## config.mk

```make
export PLATFORM = sky130hd
export DESIGN_NAME = mvu_ctrl
export DESIGN_NICKNAME = d
export VERILOG_FILES = /design/src/rtl/mvu_ctrl.sv
export SDC_FILE = /design/constraint.sdc
export NUM_CORES = 1
export LEC_CHECK = 0
export CAP_MARGIN = 20
export CORE_UTILIZATION = 30
export CTS_BUF_LIST = sky130_fd_sc_hd__clkbuf_16
export CTS_CLUSTER_DIAMETER = 200
export DETAILED_ROUTE_END_ITERATION = 10
export GPL_ROUTABILITY_DRIVEN = 0
export GPL_TIMING_DRIVEN = 0
export MAX_ROUTING_LAYER = met4
export PLACE_DENSITY_LB_ADDON = 0.05
export SLEW_MARGIN = 15
export SYNTH_ARGS = -nofsm -noshare
export SYNTH_HDL_FRONTEND = slang
export SYNTH_SLANG_ARGS = --single-unit
```

## constraint.sdc

```tcl
create_clock -name clk -period 11.6 [get_ports clk]
set_clock_uncertainty 0.2 [all_clocks]
set_input_delay 1.74 -clock clk [delete_from_list [all_inputs] [get_ports clk]]
set_output_delay 1.74 -clock clk [all_outputs]
set_load 0.01 [all_outputs]
```

## src/rtl/mvu_ctrl.sv

```systemverilog
// mvu_ctrl: sequences bit-serial matrix-vector ops for one MVU job.
// Ports:
//   clk, rst               clock, synchronous active-high reset
//   start, busy, done      job request / in progress / completion pulse
//   cfg_*                  job configuration, latched on accepted start
//   mul_mode, acc_*, max_* registered MVU datapath controls
//   rdw_addr               weight-bank read address
//   rdd_en/grnt/addr       data-bank read request, grant, address
//   wrd_en/grnt/addr       data-bank write request, grant, address
module mvu_ctrl #(
  parameter int BWBANKA = 9,
  parameter int BDBANKA = 14,
  parameter int DRAIN   = 3
) (
  input  logic               clk,
  input  logic               rst,
  input  logic               start,
  output logic               busy,
  output logic               done,
  input  logic [2:0]         cfg_wprec,
  input  logic [2:0]         cfg_iprec,
  input  logic [5:0]         cfg_ntiles,
  input  logic [1:0]         cfg_mul_mode,
  input  logic               cfg_pool,
  input  logic [BWBANKA-1:0] cfg_wbase,
  input  logic [BDBANKA-1:0] cfg_dbase,
  input  logic [BDBANKA-1:0] cfg_obase,
  output logic [1:0]         mul_mode,
  output logic               acc_clr,
  output logic               acc_sh,
  output logic               max_en,
  output logic               max_clr,
  output logic               max_pool,
  output logic [BWBANKA-1:0] rdw_addr,
  output logic               rdd_en,
  input  logic               rdd_grnt,
  output logic [BDBANKA-1:0] rdd_addr,
  output logic               wrd_en,
  input  logic               wrd_grnt,
  output logic [BDBANKA-1:0] wrd_addr
);

  // Drain counter must hold DRAIN-1; DRAIN is expected to be at least 1.
  localparam int DW = (DRAIN > 1) ? $clog2(DRAIN) : 1;

  typedef enum logic [2:0] {
    S_IDLE,
    S_ISSUE,
    S_DRAIN,
    S_WRITE,
    S_DONE
  } state_t;

  state_t state_q, state_d;

  logic [2:0]         wp_q, wp_d;
  logic [2:0]         ip_q, ip_d;
  logic [5:0]         nt_q, nt_d;
  logic [1:0]         mode_q, mode_d;
  logic               pool_q, pool_d;
  logic [BWBANKA-1:0] wbase_q, wbase_d;
  logic [BDBANKA-1:0] dbase_q, dbase_d;
  logic [BDBANKA-1:0] obase_q, obase_d;

  // Indices of the op currently presented on the read port.
  logic [3:0]    s_q, s_d;
  logic [2:0]    w_q, w_d;
  logic [5:0]    t_q, t_d;
  logic          first_q, first_d;
  logic          sh_q, sh_d;
  logic [DW-1:0] dcnt_q, dcnt_d;

  logic [3:0] wlo;
  logic [3:0] sm1;
  logic [2:0] whi;
  logic       last;

  always_comb begin
    wlo  = (s_q > 4'(ip_q)) ? s_q - 4'(ip_q) : 4'd0;
    sm1  = s_q - 4'd1;
    whi  = (sm1 > 4'(wp_q)) ? wp_q : sm1[2:0];
    // s=0 has a single weight bit, so only the tile index matters.
    last = (s_q == 4'd0) && (t_q == nt_q);
  end

  always_ff @(posedge clk) begin
    if (rst) begin
      state_q <= S_IDLE;
      wp_q    <= '0;
      ip_q    <= '0;
      nt_q    <= '0;
      mode_q  <= '0;
      pool_q  <= 1'b0;
      wbase_q <= '0;
      dbase_q <= '0;
      obase_q <= '0;
      s_q     <= '0;
      w_q     <= '0;
      t_q     <= '0;
      first_q <= 1'b0;
      sh_q    <= 1'b0;
      dcnt_q  <= '0;
    end else begin
      state_q <= state_d;
      wp_q    <= wp_d;
      ip_q    <= ip_d;
      nt_q    <= nt_d;
      mode_q  <= mode_d;
      pool_q  <= pool_d;
      wbase_q <= wbase_d;
      dbase_q <= dbase_d;
      obase_q <= obase_d;
      s_q     <= s_d;
      w_q     <= w_d;
      t_q     <= t_d;
      first_q <= first_d;
      sh_q    <= sh_d;
      dcnt_q  <= dcnt_d;
    end
  end

  always_comb begin
    state_d = state_q;
    wp_d    = wp_q;
    ip_d    = ip_q;
    nt_d    = nt_q;
    mode_d  = mode_q;
    pool_d  = pool_q;
    wbase_d = wbase_q;
    dbase_d = dbase_q;
    obase_d = obase_q;
    s_d     = s_q;
    w_d     = w_q;
    t_d     = t_q;
    first_d = first_q;
    sh_d    = sh_q;
    dcnt_d  = dcnt_q;
    unique case (state_q)
      S_IDLE: begin
        if (start) begin
          state_d = S_ISSUE;
          wp_d    = cfg_wprec;
          ip_d    = cfg_iprec;
          nt_d    = cfg_ntiles;
          mode_d  = cfg_mul_mode;
          pool_d  = cfg_pool;
          wbase_d = cfg_wbase;
          dbase_d = cfg_dbase;
          obase_d = cfg_obase;
          s_d     = 4'(cfg_wprec) + 4'(cfg_iprec);
          w_d     = cfg_wprec;
          t_d     = '0;
          first_d = 1'b1;
          sh_d    = 1'b0;
        end
      end
      S_ISSUE: begin
        if (rdd_grnt) begin
          first_d = 1'b0;
          sh_d    = 1'b0;
          if (last) begin
            state_d = S_DRAIN;
            dcnt_d  = '0;
          end else if (t_q != nt_q) begin
            t_d = t_q + 6'd1;
          end else if (4'(w_q) > wlo) begin
            t_d = '0;
            w_d = w_q - 3'd1;
          end else begin
            t_d  = '0;
            s_d  = sm1;
            w_d  = whi;
            sh_d = 1'b1;
          end
        end
      end
      S_DRAIN: begin
        if (dcnt_q == DW'(DRAIN - 1)) state_d = S_WRITE;
        else dcnt_d = dcnt_q + 1'b1;
      end
      S_WRITE: begin
        if (wrd_grnt) state_d = S_DONE;
      end
      S_DONE: state_d = S_IDLE;
      default: state_d = S_IDLE;
    endcase
  end

  logic               busy_d, done_d, issue;
  logic               acc_clr_d, acc_sh_d, max_en_d, max_clr_d;
  logic               max_pool_d, rdd_en_d, wrd_en_d;
  logic [1:0]         mul_mode_d;
  logic [3:0]         i_d;
  logic [15:0]        woff, doff;
  logic [BWBANKA-1:0] rdw_d;
  logic [BDBANKA-1:0] rdd_d, wrd_d;

  always_comb begin
    busy_d     = (state_d != S_IDLE);
    done_d     = (state_d == S_DONE);
    issue      = (state_d == S_ISSUE);
    i_d        = s_d - 4'(w_d);
    woff       = 16'(t_d) * (16'(wp_d) + 16'd1) + 16'(w_d);
    doff       = 16'(t_d) * (16'(ip_d) + 16'd1) + 16'(i_d);
    rdd_en_d   = issue;
    rdw_d      = issue ? wbase_d + BWBANKA'(woff) : '0;
    rdd_d      = issue ? dbase_d + BDBANKA'(doff) : '0;
    acc_clr_d  = issue & first_d;
    acc_sh_d   = issue & sh_d;
    max_clr_d  = issue & first_d & pool_d;
    max_en_d   = (state_d == S_DRAIN) && (dcnt_d == DW'(DRAIN - 1)) && pool_d;
    wrd_en_d   = (state_d == S_WRITE);
    wrd_d      = wrd_en_d ? obase_d : '0;
    mul_mode_d = busy_d ? mode_d : 2'd0;
    max_pool_d = busy_d & pool_d;
  end

  always_ff @(posedge clk) begin
    if (rst) begin
      busy     <= 1'b0;
      done     <= 1'b0;
      acc_clr  <= 1'b0;
      acc_sh   <= 1'b0;
      max_en   <= 1'b0;
      max_clr  <= 1'b0;
      max_pool <= 1'b0;
      mul_mode <= '0;
      rdd_en   <= 1'b0;
      rdw_addr <= '0;
      rdd_addr <= '0;
      wrd_en   <= 1'b0;
      wrd_addr <= '0;
    end else begin
      busy     <= busy_d;
      done     <= done_d;
      acc_clr  <= acc_clr_d;
      acc_sh   <= acc_sh_d;
      max_en   <= max_en_d;
      max_clr  <= max_clr_d;
      max_pool <= max_pool_d;
      mul_mode <= mul_mode_d;
      rdd_en   <= rdd_en_d;
      rdw_addr <= rdw_d;
      rdd_addr <= rdd_d;
      wrd_en   <= wrd_en_d;
      wrd_addr <= wrd_d;
    end
  end

endmodule

```

==> results of run 1 <==
kinds of logic (layout without fill, tap and decap cells):
logic type / after synthesis / after routing
mux: 34 / 34
fa+ha+maj: 98 / 98
compound gates: 124 / 124
flops: 120 / 120
xor+xnor: 31 / 31
simple gates: 298 / 298
buf+inv: 108 / 243
tightest hold or removal path: stages, from the launching register on:
cell,delay [ns]
dfxtp_1,0.30
nand2_1,0.06
a21oi_1,0.06
per-stage QoR:
stage	util	total power [W]	cells	area, µm²	hold slack, ns
after floorplan	-	0.000742	813	7170	0.234
after global placement	0.366	0.000892	1235	8600	0.251
after detailed placement	0.366	0.000887	1235	8600	0.254
after CTS	0.392	0.00145	1267	9210	0.262
after global routing	0.392	0.00152	1267	9210	0.286
final	0.392	0.00143	1267	9210	0.262
path summary, 6_finish.rpt:
path	cells after the start	startpoint	to	slack [ns]
max	28	rdd_grnt	rdd_addr[13]$_SDFF_PP0_	2.82
min	2	dbase_q[6]$_SDFF_PP0_	dbase_q[6]$_SDFF_PP0_	0.26
min reg2reg	2	dbase_q[6]$_SDFF_PP0_	dbase_q[6]$_SDFF_PP0_	0.26
max reg2reg	33	s_q[0]$_SDFF_PP0_	rdd_addr[13]$_SDFF_PP0_	3.04
registers in the layout, summed over array words and instances, names as in the netlist, 2 cells and up:
name	cells
mode_q	2
state_q	3
wrd_addr	14
nt_q	6
rdd_addr	14
w_q	3
wbase_q	9
dbase_q	14
mul_mode	2
obase_q	14
s_q	4
rdw_addr	9
dcnt_q	2
t_q	6
wp_q	3
ip_q	3
cell type report:
cell class | instances | area [µm²] | area share
Buffer | 32 | 154 | 0.0167
Clock buffer | 17 | 425 | 0.0462
Clock inverter | 15 | 178 | 0.0193
Inverter | 76 | 285 | 0.0310
Multi-Input combinational cell | 585 | 4330 | 0.470
Sequential cell | 120 | 2400 | 0.261
Tap cell | 319 | 399 | 0.0434
Timing Repair Buffer | 103 | 1030 | 0.112
cells in the final DEF (no fill, tap or decap), types with 32 or more instances in the layout:
master           netlist  layout
nor2_1               102     102
ha_1                  57      57
dfxtp_1              120     120
inv_1                 75      75
clkdlybuf4s50_1        0     103
nand2_1              111     111
mux2i_1               32      32
a21oi_1               49      49
fa_1                  41      41
routing by layer:
| metal | GRT usage | up-vias |
|---|---|---|
| li1 | - | 2943 |
| met1 | 0.248 | 2717 |
| met2 | 0.282 | 104 |
| met3 | 0.0354 | 16 |
| met4 | 0.0504 | 0 |
| met5 | - | - |
power by group:
group          switching, W  internal [W]  leakage (nW)  total [W]
sequential        0.0000149      0.000444         0.981   0.000459
combinational      0.000241      0.000177          2.76   0.000418
clock              0.000239      0.000309         0.291   0.000548
total              0.000496      0.000930          4.03    0.00143
==> metrics, run 1 <==
worst-skew pair later-pin latency 0.43 ns; post-synthesis mux area share 0.0483; FMAX 114 MHz; leading register cell type out of synthesis dfxtp_1; Final WS setup 2.82 ns; antenna violations before repair 0; WL/cell 16.3 µm; Yosys warnings 0; Mapped Avg Cell Area 8.82 µm²; Pins Over Slew Limit 0; VDD IR max 89.0 µV; dpl ws 2.37 ns; largest family of logic cells by synthesized area adder cells; final setup vio count 0; Starting Density 0.306; # diodes 0; Synth area leaders dfxtp_1 (33%), fa_1 (11%), ha_1 (9.9%); Overall Global Routing Usage 0.184; slew margin rel. 0.479; min-delay worst type reg -> reg; highest routing layer actually used met4; CTS tree built; register area share after synthesis 0.335; boundary pin count 105; Mapped Cells 813; max incr delay on CP 0.65 ns; count of hold-fix buffers inserted at cts 0; # resized after CTS 0; fraction of registers with async set/reset 0; simple-gate share of the synthesized area 0.189; CP Data Required Time 11.71 ns; RSZ-0062 raised after global routing no; site row count 56; post-synth top area share 0.335; hpwl dp 16000 µm; Layout Nets 1090; setup TNS 0 ns; Fillers 2452; first-pass GRT wire length 32600 µm; postcts setup bufs 0; largest net degree at the start of global routing 17; Compound-Gate Fraction of Synth Area 0.113; share of post-route cells with drive strength above 1 0.0675; WS Path Type in -> reg; Via Count 5780; CP endpoint kind flop; slowest CP cell clkdlybuf4s50_1; DR WL met3 768 µm; Post-Syn Nets 968; Congestion Overflow GR 0; Die H 157 µm; CP delay by family, top adder cells; worst-path maximum fanout 7; Final Cycle Share 0.757; DRT Pass-1 Iters 5; Final Hold Vio Count 0; Yosys reg bits 120; worst-margin pin slew 0.778 ns; H-tree lvl count 4; clock sink count 120; Leakage 4.03 nW; PortBufs 103; Routed Antenna Nets 0; WL met1 10000 µm; total of max-cap violations 0; synth-to-layout area growth 28.3%; clk root buf clkbuf_16; die area 24500 µm²; commonest cells in the netlist dfxtp_1 (120), nand2_1 (111), nor2_1 (102); synthesized area 7170 µm²; Longest Clk Path Bufs 2; status complete, no violations; top-count cell post-synth dfxtp_1; adder-cell share of the synthesized area 0.214; dominant cell type by area after synthesis dfxtp_1; critical path arrival 8.88 ns; fin crit period 8.78 ns; Synth Area in XOR/XNOR 0.0389; met2 routed WL 9530 µm; core area 23500 µm²; Die W 157 µm; final WL 20600 µm; CTS clock-pin slew for the worst setup and hold paths 0.07 ns; Crit path buffers/inverters 4; startpoint types input pin; DR vias/cell 4.56; count of cell types in the netlist 68; total power per unit cell area 155 nW/µm²; # DRC 0; number of flops mapped to enable cells by yosys 0; vias in the first global route 5905; Num CTS Buffers 17; initial drt markers 415
Power figures use the tool's default switching activity.
==> run 2: changes to the inputs <==
clock period = 7.9 ns   (was 11.6 ns; I/O delays follow)
==> run 2 against run 1 <==
  * Worst setup slack lost 2.4 ns
  * Clock-buffer cell count is the same
  * Combinational power grew 59%
  * Highest routed layer unchanged
  * Critical endpoint unchanged
  * Final cell count grew 0.63%
  * Wire length grew 0.91%
  * Register-to-register slack lost 2.6 ns
  * Flip-flop and latch count is the same
  * Cell area grew 1.8%
  * Power grew 51%
==> metrics, run 2 (same netlist as run 1, synthesis figures left out) <==
status complete, no violations; startpoint types flop; RSZ-0062 raised after global routing no; fin crit period 7.50 ns; Worst Setup SP s_q[0]$_SDFF_PP0_; # diodes 0; met2 global-route usage 0.285; WL/cell 16.3 µm; CP endpoint kind flop; Leakage 4.09 nW; RR Startpoint s_q[0]$_SDFF_PP0_; die area 24500 µm²; DR vias/cell 4.54; WS Path Type reg -> reg; Via Count 5792; slowest CP cell fa_1; met1 usage 0.249; total of max-cap violations 0; critical path arrival 7.61 ns; Die H 157 µm; final WL 20800 µm; first-pass GRT wire length 33000 µm; largest net degree at the start of global routing 17; Hold Startpoint dbase_q[6]$_SDFF_PP0_; Starting Density 0.306; Routed Antenna Nets 0; min-delay worst type reg -> reg; total power per unit cell area 229 nW/µm²; CTS tree built; post-layout util 0.399; VDD IR max 130 µV; # DRC 0; Final Cycle Share 0.950; Final Hold Vio Count 0; most frequent cells in the layout dfxtp_1 (119), nand2_1 (110), clkdlybuf4s50_1 (103); global routing's busiest layer met2; DRT Pass-1 Iters 4; worst-margin pin slew 0.706 ns; Layout Nets 1098; worst-path maximum fanout 7; clk root buf clkbuf_16; worst-skew pair later-pin latency 0.43 ns; boundary pin count 105; vias in the first global route 5972; clock sink count 120; slew margin rel. 0.516; Pins Over Slew Limit 0; Longest Clk Path Bufs 2; share of post-route cells with drive strength above 1 0.0973; Crit path buffers/inverters 3; synth-to-layout area growth 30.7%; initial drt markers 350; hpwl dp 16000 µm; met3 Use GR 0.0354; CTS clock-pin slew for the worst setup and hold paths 0.07 ns; final setup vio count 0; H-tree lvl count 4; antenna violations before repair 0; max incr delay on CP 0.56 ns; Die W 157 µm; core area 23500 µm²; CP delay by family, top adder cells; FMAX 133 MHz; PortBufs 103; Num CTS Buffers 17; setup TNS 0 ns; site row count 56; CP Data Required Time 8.01 ns; Congestion Overflow GR 0; most common cell after layout, fill and taps aside dfxtp_1; Overall Global Routing Usage 0.186
[run 2: final cells by class]
type,instances,area [µm²]
clock inverters,15,178
multi-input cells,585,4430
fillers,2438,14100
inverters,76,289
repair buffers,112,1100
clock buffers,17,425
well taps,319,399
plain buffers,31,151
flip-flops and latches,120,2400
[run 2: path summary, 6_finish.rpt]
check | slack (ns) | to | depth (start not counted)
hold / removal | 0.26 | dbase_q[6]$_SDFF_PP0_ | 2
setup reg to reg | 0.40 | rdd_addr[13]$_SDFF_PP0_ | 33
setup / recovery | 0.40 | rdd_addr[13]$_SDFF_PP0_ | 33
hold reg to reg | 0.26 | dbase_q[6]$_SDFF_PP0_ | 2
[run 2: report_power, final]
group / internal (W) / switching, W
Combinational: 0.000286 / 0.000377
Clock: 0.000454 / 0.000355
Sequential: 0.000653 / 0.0000222
Total: 0.00139 / 0.000754
[run 2: layer usage]
layer | part of all wire | vias up | wire length, µm
li1 | - | 2960 | -
met1 | 0.49 | 2731 | 10200
met2 | 0.46 | 84 | 9610
met3 | 0.036 | 17 | 754
met4 | 0.014 | 0 | 286
met5 | 0 | - | 0
[run 2: worst register-to-register path, delay by kind of cell, from the launching register on]
kind | cells | cell delay (ns)
AOI/OAI and AO/OA | 9 | 1.91
xor gates and xnor gates | 1 | 0.14
adders and majority gates | 8 | 2.91
buffers and inverters | 3 | 0.22
DFF | 1 | 0.36
muxes | 2 | 0.31
and+or+nand+nor | 10 | 1.35
[run 2: metrics by stage]
step | setup WS, ns | cell area [µm²] | instances | total power, W | hold slack (ns)
4_1_cts | 0.00916 | 9270 | 1269 | 0.00215 | 0.262
3_5_place_dp | -0.770 | 8600 | 1235 | 0.00130 | 0.254
5_1_grt | 0.0131 | 9370 | 1275 | 0.00229 | 0.286
2_1_floorplan | 0.788 | 7170 | 813 | 0.00109 | 0.234
3_3_place_gp | -0.787 | 8600 | 1235 | 0.00131 | 0.251
6_report | 0.396 | 9370 | 1275 | 0.00215 | 0.262
[run 2: repair_timing]
action                                  4_1_cts  5_1_grt
gates resized for setup                      10       17
hold endpoints to repair                      0        0
buffers inserted                              2        7
endpoints found under the setup margin        7        6
pin swaps                                     1        7
hold buffers                                  0        0
==> run 3: changes to the inputs <==
ABC_CLOCK_PERIOD_IN_PS = 7900   (was default)
PLACE_DENSITY = 0.53   (was default)
PLACE_DENSITY_LB_ADDON = default   (was 0.05)
==> run 3 against run 2 <==
  * Critical path type is now in -> reg
  * Die area is the same
  * Non-clock buffer count decreased by 5
  * Worst hold slack lost 0.0063 ns
  * First-iteration DRC count is 16% lower
  * Sequential power barely moved
  * Largest cell class unchanged
  * Clock power shrank 3.2%
  * Largest power group unchanged
  * Flip-flop and latch count is the same
  * Maximum frequency is 0.89% higher
==> metrics, run 3 (same netlist as run 1, synthesis figures left out) <==
status complete, no violations; core area 23500 µm²; DRT Pass-1 Iters 4; die area 24500 µm²; final setup vio count 0; dpl ws -0.542 ns; Layout Nets 1093; PortBufs 103; boundary pin count 105; hpwl dp 15400 µm; first-pass GRT wire length 31700 µm; # DRC 0; Final WS setup 0.462 ns; VDD IR max 162 µV; clk root buf clkbuf_16; FMAX 134 MHz; WHS Path Cells 2; RSZ-0062 raised after global routing no; CP Data Required Time 8.01 ns; Via Count 5917; Pins Over Slew Limit 0; WL/cell 15.7 µm; Leakage 4.09 nW; Final Hold Vio Count 0; worst-path maximum fanout 7; cells on worst reg2reg path 32; slew margin rel. 0.383; critical path arrival 7.55 ns; clock sink count 120; Routed Antenna Nets 0; synth-to-layout area growth 30.0%; CTS tree built; WS Path Type in -> reg; Die H 157 µm; initial drt markers 293; total of max-cap violations 0; worst-skew pair later-pin latency 0.42 ns; Starting Density 0.306; most common cell after layout, fill and taps aside dfxtp_1; Final Cell Area 9330 µm²; antenna violations before repair 0; vias in the first global route 5817; final WL 20000 µm; H-tree lvl count 4; count of hold-fix buffers inserted at cts 0; CTS clock-pin slew for the worst setup and hold paths 0.06 ns; largest net degree at the start of global routing 17; DR vias/cell 4.66; Num CTS Buffers 17; setup TNS 0 ns; startpoint types input pin; share of post-route cells with drive strength above 1 0.0883; # diodes 0; Final Cycle Share 0.942; Longest Clk Path Bufs 2; CP endpoint kind flop; Overall Global Routing Usage 0.177; worst-margin pin slew 0.900 ns; min-delay worst type reg -> reg; Die W 157 µm; most frequent cells in the layout dfxtp_1 (119), nand2_1 (109), clkdlybuf4s50_1 (103); Congestion Overflow GR 0; fin crit period 7.44 ns; Fillers 2377; Area after DPL 8600 µm²; site row count 56; total power per unit cell area 225 nW/µm²
run 3: path summary, 6_finish.rpt:
check / startpoint / to / slack [ns]
worst max-delay path: rdd_grnt / rdd_addr[12]$_SDFF_PP0_ / 0.46
worst min-delay path: mode_q[0]$_SDFF_PP0_ / mode_q[0]$_SDFF_PP0_ / 0.26
worst max register to register: s_q[0]$_SDFF_PP0_ / rdd_addr[12]$_SDFF_PP0_ / 0.55
worst min register to register: mode_q[0]$_SDFF_PP0_ / mode_q[0]$_SDFF_PP0_ / 0.26
run 3: where the power goes:
group,switching (W),total (W),leakage (nW),internal [W]
Combinational,0.000373,0.000645,2.81,0.000273
Sequential,0.0000209,0.000674,0.981,0.000653
Clock,0.000290,0.000782,0.304,0.000491
run 3: area by class of cell:
class / count / area (µm²) / share of cell area
Sequential cell: 120 / 2400 / 0.258
Clock inverter: 15 / 163 / 0.0174
Tap cell: 319 / 399 / 0.0428
Multi-Input combinational cell: 585 / 4430 / 0.475
Timing Repair Buffer: 107 / 1060 / 0.114
Buffer: 31 / 151 / 0.0162
Inverter: 76 / 289 / 0.0310
Clock buffer: 17 / 425 / 0.0456
run 3: per-stage QoR:
step / std cells / hold slack, ns / utilization / total power [W]
3_5_place_dp: 1235 / 0.252 / 0.366 / 0.00129
2_1_floorplan: 813 / 0.234 / - / 0.00109
6_report: 1270 / 0.256 / 0.397 / 0.00210
4_1_cts: 1268 / 0.259 / 0.393 / 0.00209
5_1_grt: 1270 / 0.283 / 0.397 / 0.00223
3_3_place_gp: 1235 / 0.251 / 0.366 / 0.00129
run 3: what timing repair did:
| action | 4_1_cts | 5_1_grt |
|---|---|---|
| buffers inserted | 1 | 3 |
| pin swaps | 1 | 4 |
| resized for setup | 4 | 23 |
| endpoints found under the setup margin | 5 | 8 |
run 3: critical path, cell delays in order:
cell and delay [ns]:
clkdlybuf4s50_1 0.68, and3_1 0.42, nand4_1 0.27, o31a_1 0.30, o21ai_0 0.26, a31oi_2 0.16
ha_1 0.40, o21ai_1 0.08, nand2b_1 0.16, or2_2 0.31, mux2i_1 0.12, nand2_1 0.08
o2111ai_2 0.12, fa_1 0.48, fa_1 0.48, fa_1 0.55, inv_1 0.07, fa_1 0.47
a21o_1 0.19, a21oi_2 0.17, nand2b_4 0.16, a221o_1 0.15, a21oi_1 0.08, xor2_1 0.15
nor2_1 0.05
run 3: metal layers:
layer	share of wire	GRT usage	up-vias
met1	0.47	0.231	2806
met2	0.47	0.279	141
met3	0.041	0.0332	26
met4	0.017	0.0528	0
li1	-	-	2944
met5	0	-	-
